**config.mk**
```make
export PLATFORM = sky130hd
export DESIGN_NAME = prog_clk_divider_flat
export DESIGN_NICKNAME = d
export VERILOG_FILES = /design/src/rtl/prog_clk_divider_if.sv /design/src/rtl/prog_clk_divider.sv /design/src/flat_wrapper.sv
export SDC_FILE = /design/constraint.sdc
export NUM_CORES = 1
export LEC_CHECK = 0
export ABC_AREA = 1
export CAP_MARGIN = 5
export CORE_ASPECT_RATIO = 0.7
export CORE_MARGIN = 1
export CORE_UTILIZATION = 40
export DETAILED_ROUTE_END_ITERATION = 10
export SYNTH_ARGS = -nofsm -noshare
export SYNTH_HDL_FRONTEND = slang
export SYNTH_SLANG_ARGS = --single-unit
```
**constraint.sdc**
```tcl
create_clock -name Clk -period 2.45 [get_ports Clk]
set_input_delay 0.3675 -clock Clk [delete_from_list [all_inputs] [get_ports Clk]]
set_output_delay 0.3675 -clock Clk [all_outputs]
set_load 0.01 [all_outputs]
```
**src/rtl/prog_clk_divider_if.sv**
```systemverilog
// Control/status bundle between the timer register wrapper and prog_clk_divider.
// master = register wrapper side, slave = divider side.
interface prog_clk_divider_if #(
    parameter int CNT_W = 16
);
    logic             run;
    logic             oneshot;
    logic [CNT_W-1:0] half_period;
    logic             load;
    logic             enable_irq;
    logic             clear_irq;
    logic             clk_div;
    logic             tick;
    logic             irq;
    logic             overrun;
    logic             busy;

    modport master (
        output run, oneshot, half_period, load, enable_irq, clear_irq,
        input  clk_div, tick, irq, overrun, busy
    );

    modport slave (
        input  run, oneshot, half_period, load, enable_irq, clear_irq,
        output clk_div, tick, irq, overrun, busy
    );
endinterface

```
**src/rtl/prog_clk_divider.sv**
```systemverilog
// Programmable 50% duty clock-enable divider with periodic/one-shot modes,
// per-period tick and a sticky interrupt with overrun detection.
module prog_clk_divider #(
    parameter int CNT_W      = 16,
    parameter int RESET_HALF = 24
) (
    input  logic                Clk,
    input  logic                ResetN,
    prog_clk_divider_if.slave   bus
);
    typedef enum logic [1:0] {
        IDLE = 2'd0,
        RUN  = 2'd1,
        DONE = 2'd2
    } state_t;

    state_t           state_q, state_d;
    logic [CNT_W-1:0] cnt_q, cnt_d;
    logic [CNT_W-1:0] shadow_q, shadow_d;
    logic             mode_q, mode_d;
    logic             clk_div_q, clk_div_d;
    logic             tick_q, tick_d;
    logic             irq_pending_q, irq_pending_d;
    logic             overrun_q, overrun_d;
    logic             busy_q, busy_d;
    logic             period_event;

    always_ff @(posedge Clk or negedge ResetN) begin
        if (!ResetN) begin
            state_q       <= IDLE;
            cnt_q         <= CNT_W'(RESET_HALF);
            shadow_q      <= CNT_W'(RESET_HALF);
            mode_q        <= 1'b0;
            clk_div_q     <= 1'b0;
            tick_q        <= 1'b0;
            irq_pending_q <= 1'b0;
            overrun_q     <= 1'b0;
            busy_q        <= 1'b0;
        end else begin
            state_q       <= state_d;
            cnt_q         <= cnt_d;
            shadow_q      <= shadow_d;
            mode_q        <= mode_d;
            clk_div_q     <= clk_div_d;
            tick_q        <= tick_d;
            irq_pending_q <= irq_pending_d;
            overrun_q     <= overrun_d;
            busy_q        <= busy_d;
        end
    end

    always_comb begin
        state_d      = state_q;
        cnt_d        = cnt_q;
        // shadow_d forwards a same-cycle load so a start picks up the new value
        shadow_d     = bus.load ? bus.half_period : shadow_q;
        mode_d       = mode_q;
        clk_div_d    = clk_div_q;
        tick_d       = 1'b0;
        period_event = 1'b0;

        case (state_q)
            IDLE: begin
                clk_div_d = 1'b0;
                cnt_d     = shadow_d;
                if (bus.run) begin
                    state_d = RUN;
                    mode_d  = bus.oneshot;
                end
            end
            RUN: begin
                if (!bus.run) begin
                    state_d   = IDLE;
                    clk_div_d = 1'b0;
                    cnt_d     = shadow_d;
                end else if (cnt_q == '0) begin
                    clk_div_d = ~clk_div_q;
                    cnt_d     = shadow_q;
                    if (clk_div_q) begin
                        tick_d       = 1'b1;
                        period_event = 1'b1;
                        if (mode_q) begin
                            state_d = DONE;
                        end
                    end
                end else begin
                    cnt_d = cnt_q - CNT_W'(1);
                end
            end
            DONE: begin
                clk_div_d = 1'b0;
                if (!bus.run) begin
                    state_d = IDLE;
                    cnt_d   = shadow_d;
                end
            end
            default: begin
                state_d   = IDLE;
                clk_div_d = 1'b0;
                cnt_d     = shadow_d;
            end
        endcase

        busy_d = (state_d == RUN);
    end

    always_comb begin
        irq_pending_d = irq_pending_q;
        overrun_d     = overrun_q;
        // A period event coinciding with clear_irq wins so the event is not lost
        if (period_event) begin
            irq_pending_d = 1'b1;
            if (bus.clear_irq) begin
                overrun_d = 1'b0;
            end else if (irq_pending_q) begin
                overrun_d = 1'b1;
            end
        end else if (bus.clear_irq) begin
            irq_pending_d = 1'b0;
            overrun_d     = 1'b0;
        end
    end

    assign bus.clk_div = clk_div_q;
    assign bus.tick    = tick_q;
    assign bus.irq     = irq_pending_q & bus.enable_irq;
    assign bus.overrun = overrun_q;
    assign bus.busy    = busy_q;
endmodule

```
**src/flat_wrapper.sv**
```systemverilog
// flat-port wrapper written by rule: the top's interface ports become plain ports
module prog_clk_divider_flat 
#(
    parameter int CNT_W      = 16,
    parameter int RESET_HALF = 24
)
  (Clk, ResetN, bus_run, bus_oneshot, bus_half_period, bus_load, bus_enable_irq, bus_clear_irq, bus_clk_div, bus_tick, bus_irq, bus_overrun, bus_busy);
  prog_clk_divider_if #(.CNT_W(CNT_W)) bus_i ();
  input  logic Clk;
  input  logic ResetN;
  input wire logic [$bits(bus_i.run)-1:0] bus_run;
  input wire logic [$bits(bus_i.oneshot)-1:0] bus_oneshot;
  input wire logic [$bits(bus_i.half_period)-1:0] bus_half_period;
  input wire logic [$bits(bus_i.load)-1:0] bus_load;
  input wire logic [$bits(bus_i.enable_irq)-1:0] bus_enable_irq;
  input wire logic [$bits(bus_i.clear_irq)-1:0] bus_clear_irq;
  output wire logic [$bits(bus_i.clk_div)-1:0] bus_clk_div;
  output wire logic [$bits(bus_i.tick)-1:0] bus_tick;
  output wire logic [$bits(bus_i.irq)-1:0] bus_irq;
  output wire logic [$bits(bus_i.overrun)-1:0] bus_overrun;
  output wire logic [$bits(bus_i.busy)-1:0] bus_busy;
  assign bus_i.run = bus_run;
  assign bus_i.oneshot = bus_oneshot;
  assign bus_i.half_period = bus_half_period;
  assign bus_i.load = bus_load;
  assign bus_i.enable_irq = bus_enable_irq;
  assign bus_i.clear_irq = bus_clear_irq;
  assign bus_clk_div = bus_i.clk_div;
  assign bus_tick = bus_i.tick;
  assign bus_irq = bus_i.irq;
  assign bus_overrun = bus_i.overrun;
  assign bus_busy = bus_i.busy;
  prog_clk_divider #(.CNT_W(CNT_W), .RESET_HALF(RESET_HALF)) u_core (.Clk(Clk), .ResetN(ResetN), .bus(bus_i));
endmodule
```
# Word-level counts from Yosys, hierarchy flattened
# Index checks and enable logic that the tools add are counted.
dict set report classes {
  n_mux 24
  eq_ne 5
  n_reduce_logical 6
  n_addsub 1
  n_bitwise 2
}
# op n
set op_table {}
lappend op_table {{$mux 16} 4}
lappend op_table {{$pmux 16 s2} 1}
lappend op_table {{$logic_not 16->1} 1}
lappend op_table {{$sub 16x1->16 const B} 1}
lappend op_table {{$mux 1} 12}
lappend op_table {{$mux 2} 6}
lappend op_table {{$pmux 2 s3} 1}
lappend op_table {{$eq 2x1->1 const B} 2}
lappend op_table {{$reduce_and 2->1} 2}
lappend op_table {{$reduce_bool 2->1} 2}
lappend op_table {{$ne 3x2->1 const B} 1}
lappend op_table {{$eq 2x2->1 const B} 1}
lappend op_table {{$logic_not 2->1} 1}
lappend op_table {{$ne 2x2->1 const B} 1}
lappend op_table {{$and 1x1->1} 1}
lappend op_table {{$not 1->1} 1}
dict set report word_totals {
  reg_bits 40
  in_bits 23
}

# Depth between registers and ports, before layout
dict set report logic_depth {
  depth_word 6
  ltp_mapped 11
  mapped_depth_nobuf 11
}

# Worst setup path before layout
# OpenSTA, ideal clock, no wires.
dict set report synth_path {
  kind {register to register}
  from {register u_core.cnt_q[0]}
  to {register u_core.cnt_q[1]}
  required_ps 2330
  path_buffers 0
  arrival_ps 1314
  path_stages_with_launch 10
  setup_ps 120
  path_slack_ps 1016
  period_less_slack_ps 1434
  cell_sequence {dfrtp_1 > inv_1 > ha_1 > nand2_1 > nor2_2 > nand3_4 > clkinv_4 > nor2_1 > o21ai_1 > nand2_1}
}
dict set report synth_between {
  elab_chain_len 4
  word_cells_on_any_way 5
  cone_classes {add/sub (1); mux (3); reduce/logical (1)}
}
# element line
set synth_lines {}
lappend synth_lines {{from (decl)} prog_clk_divider.sv:18} ;# logic [CNT_W-1:0] cnt_q, cnt_d;
lappend synth_lines {{from (signal assigned)} prog_clk_divider.sv:31} ;# cnt_q <= CNT_W'(RESET_HALF);
lappend synth_lines {{from (signal assigned)} prog_clk_divider.sv:41} ;# cnt_q <= cnt_d;
lappend synth_lines {{$sub 16x1->16 / $logic_not 16->1 (equally long branches)} {prog_clk_divider.sv:87, prog_clk_divider.sv:76}}
lappend synth_lines {{$mux 16 *} prog_clk_divider.sv:76} ;# end else if (cnt_q == '0) begin
lappend synth_lines {{$mux 16 *} prog_clk_divider.sv:72} ;# if (!bus.run) begin
lappend synth_lines {{$pmux 16 s2 *} prog_clk_divider.sv:62} ;# case (state_q)
# Every way passes the cells marked *; elsewhere a longest branch is shown, timed or not.
# A chain may end at the register's enable or synchronous reset.

# Worst setup path in the final report
dict set report layout_path {
  from {input port bus_enable_irq}
  to {output port bus_irq}
}
dict set report layout_between {
  elab_chain_len 1
}
# element line
set layout_lines {}
lappend layout_lines {{from (decl)} flat_wrapper.sv:15} ;# input wire logic [$bits(bus_i.enable_irq)-1:0] bus_enable_irq;
lappend layout_lines {{$and 1x1->1} prog_clk_divider.sv:126} ;# assign bus.irq = irq_pending_q & bus.enable_irq;
lappend layout_lines {{to (decl)} flat_wrapper.sv:19} ;# output wire logic [$bits(bus_i.irq)-1:0] bus_irq;
# Every way passes these cells.

==> impl_metrics.env <==
export IMPL_outcome="finished, final reports clean"
export IMPL_hold_class="input pin to async pin"
export IMPL_swShare=0.2998
export IMPL_p_leak_nw=1.477
export IMPL_comb_power_share=0.182
export IMPL_start_util=0.4243
export IMPL_ys_types=32
export IMPL_hpwl_um=4739
export IMPL_hold_violations=0
export IMPL_final_core_util=0.4977
export IMPL_synth_flop_cell="dfrtp_1"
export IMPL_cts_tree="done"
export IMPL_drive_gt1_frac=0.1125
export IMPL_finalSetupTns_ns=0
export IMPL_p_sw_uw=469.3
export IMPL_slew_viol_final=0
export IMPL_regArea_um2=1006
export IMPL_drtAntennaViolNets=0
export IMPL_vias=2320
export IMPL_io_buffers=27
export IMPL_dr_pass1_iters=4
export IMPL_critPathRequiredTime_ns=2.08
export IMPL_die_y_um=68.03
export IMPL_seqPwrFrac=0.503
export IMPL_clk_pin_slew_ns=0.08
export IMPL_relSlewSlack=0.3856
export IMPL_ys_seq_area_frac=0.4038
export IMPL_netlist_area_um2=2491
export IMPL_clockRootBuffer="clkbuf_8"
export IMPL_ys_warn_count=0
export IMPL_diodes=0
export IMPL_fill_cells=620
export IMPL_synthCells=361
export IMPL_synth_area_top_cells="dfrtp_1, nand2_1, nand3_1, inv_1, dfstp_2"
export IMPL_layout_cells_non_filler=466
export IMPL_cts_buffers_inserted=5
export IMPL_io_pins=28
export IMPL_clock_sinks=40
export IMPL_post_cts_setup_buffer_count=0
export IMPL_postLayoutCellArea_um2=2922
export IMPL_place_gp_congestion=0.8640
export IMPL_highest_layer="met4"
export IMPL_cts_hold_buf=0
export IMPL_track_usage=0.2155
export IMPL_p_int_mw=1.096
export IMPL_crit_fanout=1
export IMPL_cap_violations=0
export IMPL_wl_per_cell_um=13.44
export IMPL_fin_nets=415
export IMPL_post_cts_resized=0
export IMPL_areaGrowthSynthToFinish_pct=17.28
export IMPL_critPathKind="input pin to output pin"
export IMPL_yosys_cell_count_top_type="nand2_1"
export IMPL_grt_overflow=0
export IMPL_clk_latency_ns=0.29
export IMPL_grt_pass1_wl_um=10490
export IMPL_antenna_found_initial=0
export IMPL_synth_common_cells="nand2_1, nand3_1, dfrtp_1"
export IMPL_syn_nets=386
export IMPL_yosys_area_top_type="dfrtp_1"
export IMPL_dpl_cell_area_um2=2821
export IMPL_die_area_um2=6553
export IMPL_ys_ff_latch=40
export IMPL_multi_input_area_um2=1282
export IMPL_worstMarginPinSlew_ns=0.9216
export IMPL_syn_avg_cell_area_um2=6.901
export IMPL_powerDensity_nw_per_um2=535.8
export IMPL_grt_max_degree=41
export IMPL_fp_coreArea_um2=5871
export IMPL_max_freq_ghz=0.5516
export IMPL_power_total_mw=1.565
export IMPL_rows=23
export IMPL_synth_top_area_frac=0.3616
export IMPL_timing_final_crit_share=0.7400
export IMPL_synth_edff_count=0
export IMPL_htree_num_levels=2
export IMPL_finalClockSkew_ns=0.008217
export IMPL_worst_ir_drop_vdd_mv=0.2329
export IMPL_drt_iter0_drc=103
export IMPL_async_reset_ff_frac=1.000
export IMPL_end_kind="output pin"
export IMPL_rsz0062_at_grt="false"
export IMPL_clockBufferDepth=2
export IMPL_setup_viol=0
export IMPL_drt_met1_wl_um=3341
export IMPL_routed_wl_um=6262
export IMPL_dr_wl_met2_um=2680
export IMPL_dieWidth_um=96.33
export IMPL_arrival_ns=1.45
export IMPL_wl_met3_um=187
export IMPL_grt_pass1_vias=2169
export IMPL_period_minus_slack_ns=1.813
export IMPL_critPathLaunchType="input pin"
export IMPL_drcViolationCount=0
export IMPL_dp_cells=458
export IMPL_pwr_share_clk=0.315
export IMPL_avgViaCountPerCell=4.979
[path summary, 6_finish.rpt]
path | cells past startpoint | start | slack, ns | endpoint
setup / recovery | 4 | bus_enable_irq | 0.64 | bus_irq
min in group Clk | 2 | u_core.shadow_q[4] | 0.49 | u_core.shadow_q[4]
hold reg to reg | 2 | u_core.shadow_q[4] | 0.49 | u_core.shadow_q[4]
setup reg to reg | 8 | u_core.cnt_q[0] | 0.65 | u_core.bus.overrun
max in group asynchronous | 1 | ResetN | 1.66 | u_core.shadow_q[13]
hold / removal | 1 | ResetN | 0.21 | u_core.shadow_q[0]
[placed cells by master (no fill, tap or decap), types with 2 or more instances in the layout]
cell and instances:
nand2_1 163, nand3_1 37, dfrtp_1 36, inv_1 34
clkdlybuf4s50_1 26, nor2_1 21, o21ai_0 13, clkbuf_8 7
or2_2 6, nor2_2 5, nand3_2 5, buf_4 4
dfstp_2 4, nand2_2 3, nor2_4 3, a21oi_1 3
a31oi_1 2, nand4_1 2, xor2_1 2, ha_1 2
[final cells by class]
cell class,instances,share of cell area
flip-flops and latches,40,0.3443
clock buffers,8,0.03426
multi-input cells,275,0.4390
repair buffers,31,0.1011
inverters,37,0.04925
well taps,75,0.03212
[routing by layer]
| layer | vias to the layer above | track usage |
|---|---|---|
| met5 | - | 0 |
| met4 | 0 | 0.04412 |
| met3 | 6 | 0.04111 |
| met2 | 41 | 0.3378 |
| met1 | 1096 | 0.3106 |
| li1 | 1177 | - |
[sequential cells by signal, indices dropped and copies added (netlist names)]
register	cells
u_core.cnt_q	16
u_core.shadow_q	16
u_core.state_q	2
u_core.bus.busy	1
u_core.bus.clk_div	1
u_core.bus.overrun	1
u_core.bus.tick	1
u_core.irq_pending_q	1
u_core.mode_q	1
[worst max-delay path: stages]
cell	delay [ns]
clkdlybuf4s50_1	0.45
nand2_1	0.05
inv_1	0.05
clkdlybuf4s50_1	0.53
[power groups by stage]
stage	logic, mW	clock network (mW)	registers [mW]
floorplan	0.192	0	0.781
global placement	0.284	0	0.798
detailed placement	0.286	0	0.799
CTS	0.287	0.502	0.786
global route	0.324	0.526	0.796
finish	0.285	0.493	0.787
[through the flow]
stage                     setup WS [ns]  hold WS [ns]
after global routing             0.4982        0.2832
after detailed placement         0.3840        0.4782
after floorplan                   1.016       0.07191
after CTS                        0.6364        0.2455
final                            0.6371        0.2073
after global placement           0.4540        0.4742
[cell families after synthesis]
| group | synth area share |
|---|---|
| simple gates | 0.4475 |
| xor+xnor | 0.01055 |
| flops | 0.4038 |
| buf+inv | 0.08136 |
| fa+ha+maj | 0.01004 |
| mux | 0.004520 |
| compound gates | 0.04219 |
(Power assumes the default switching activity.)
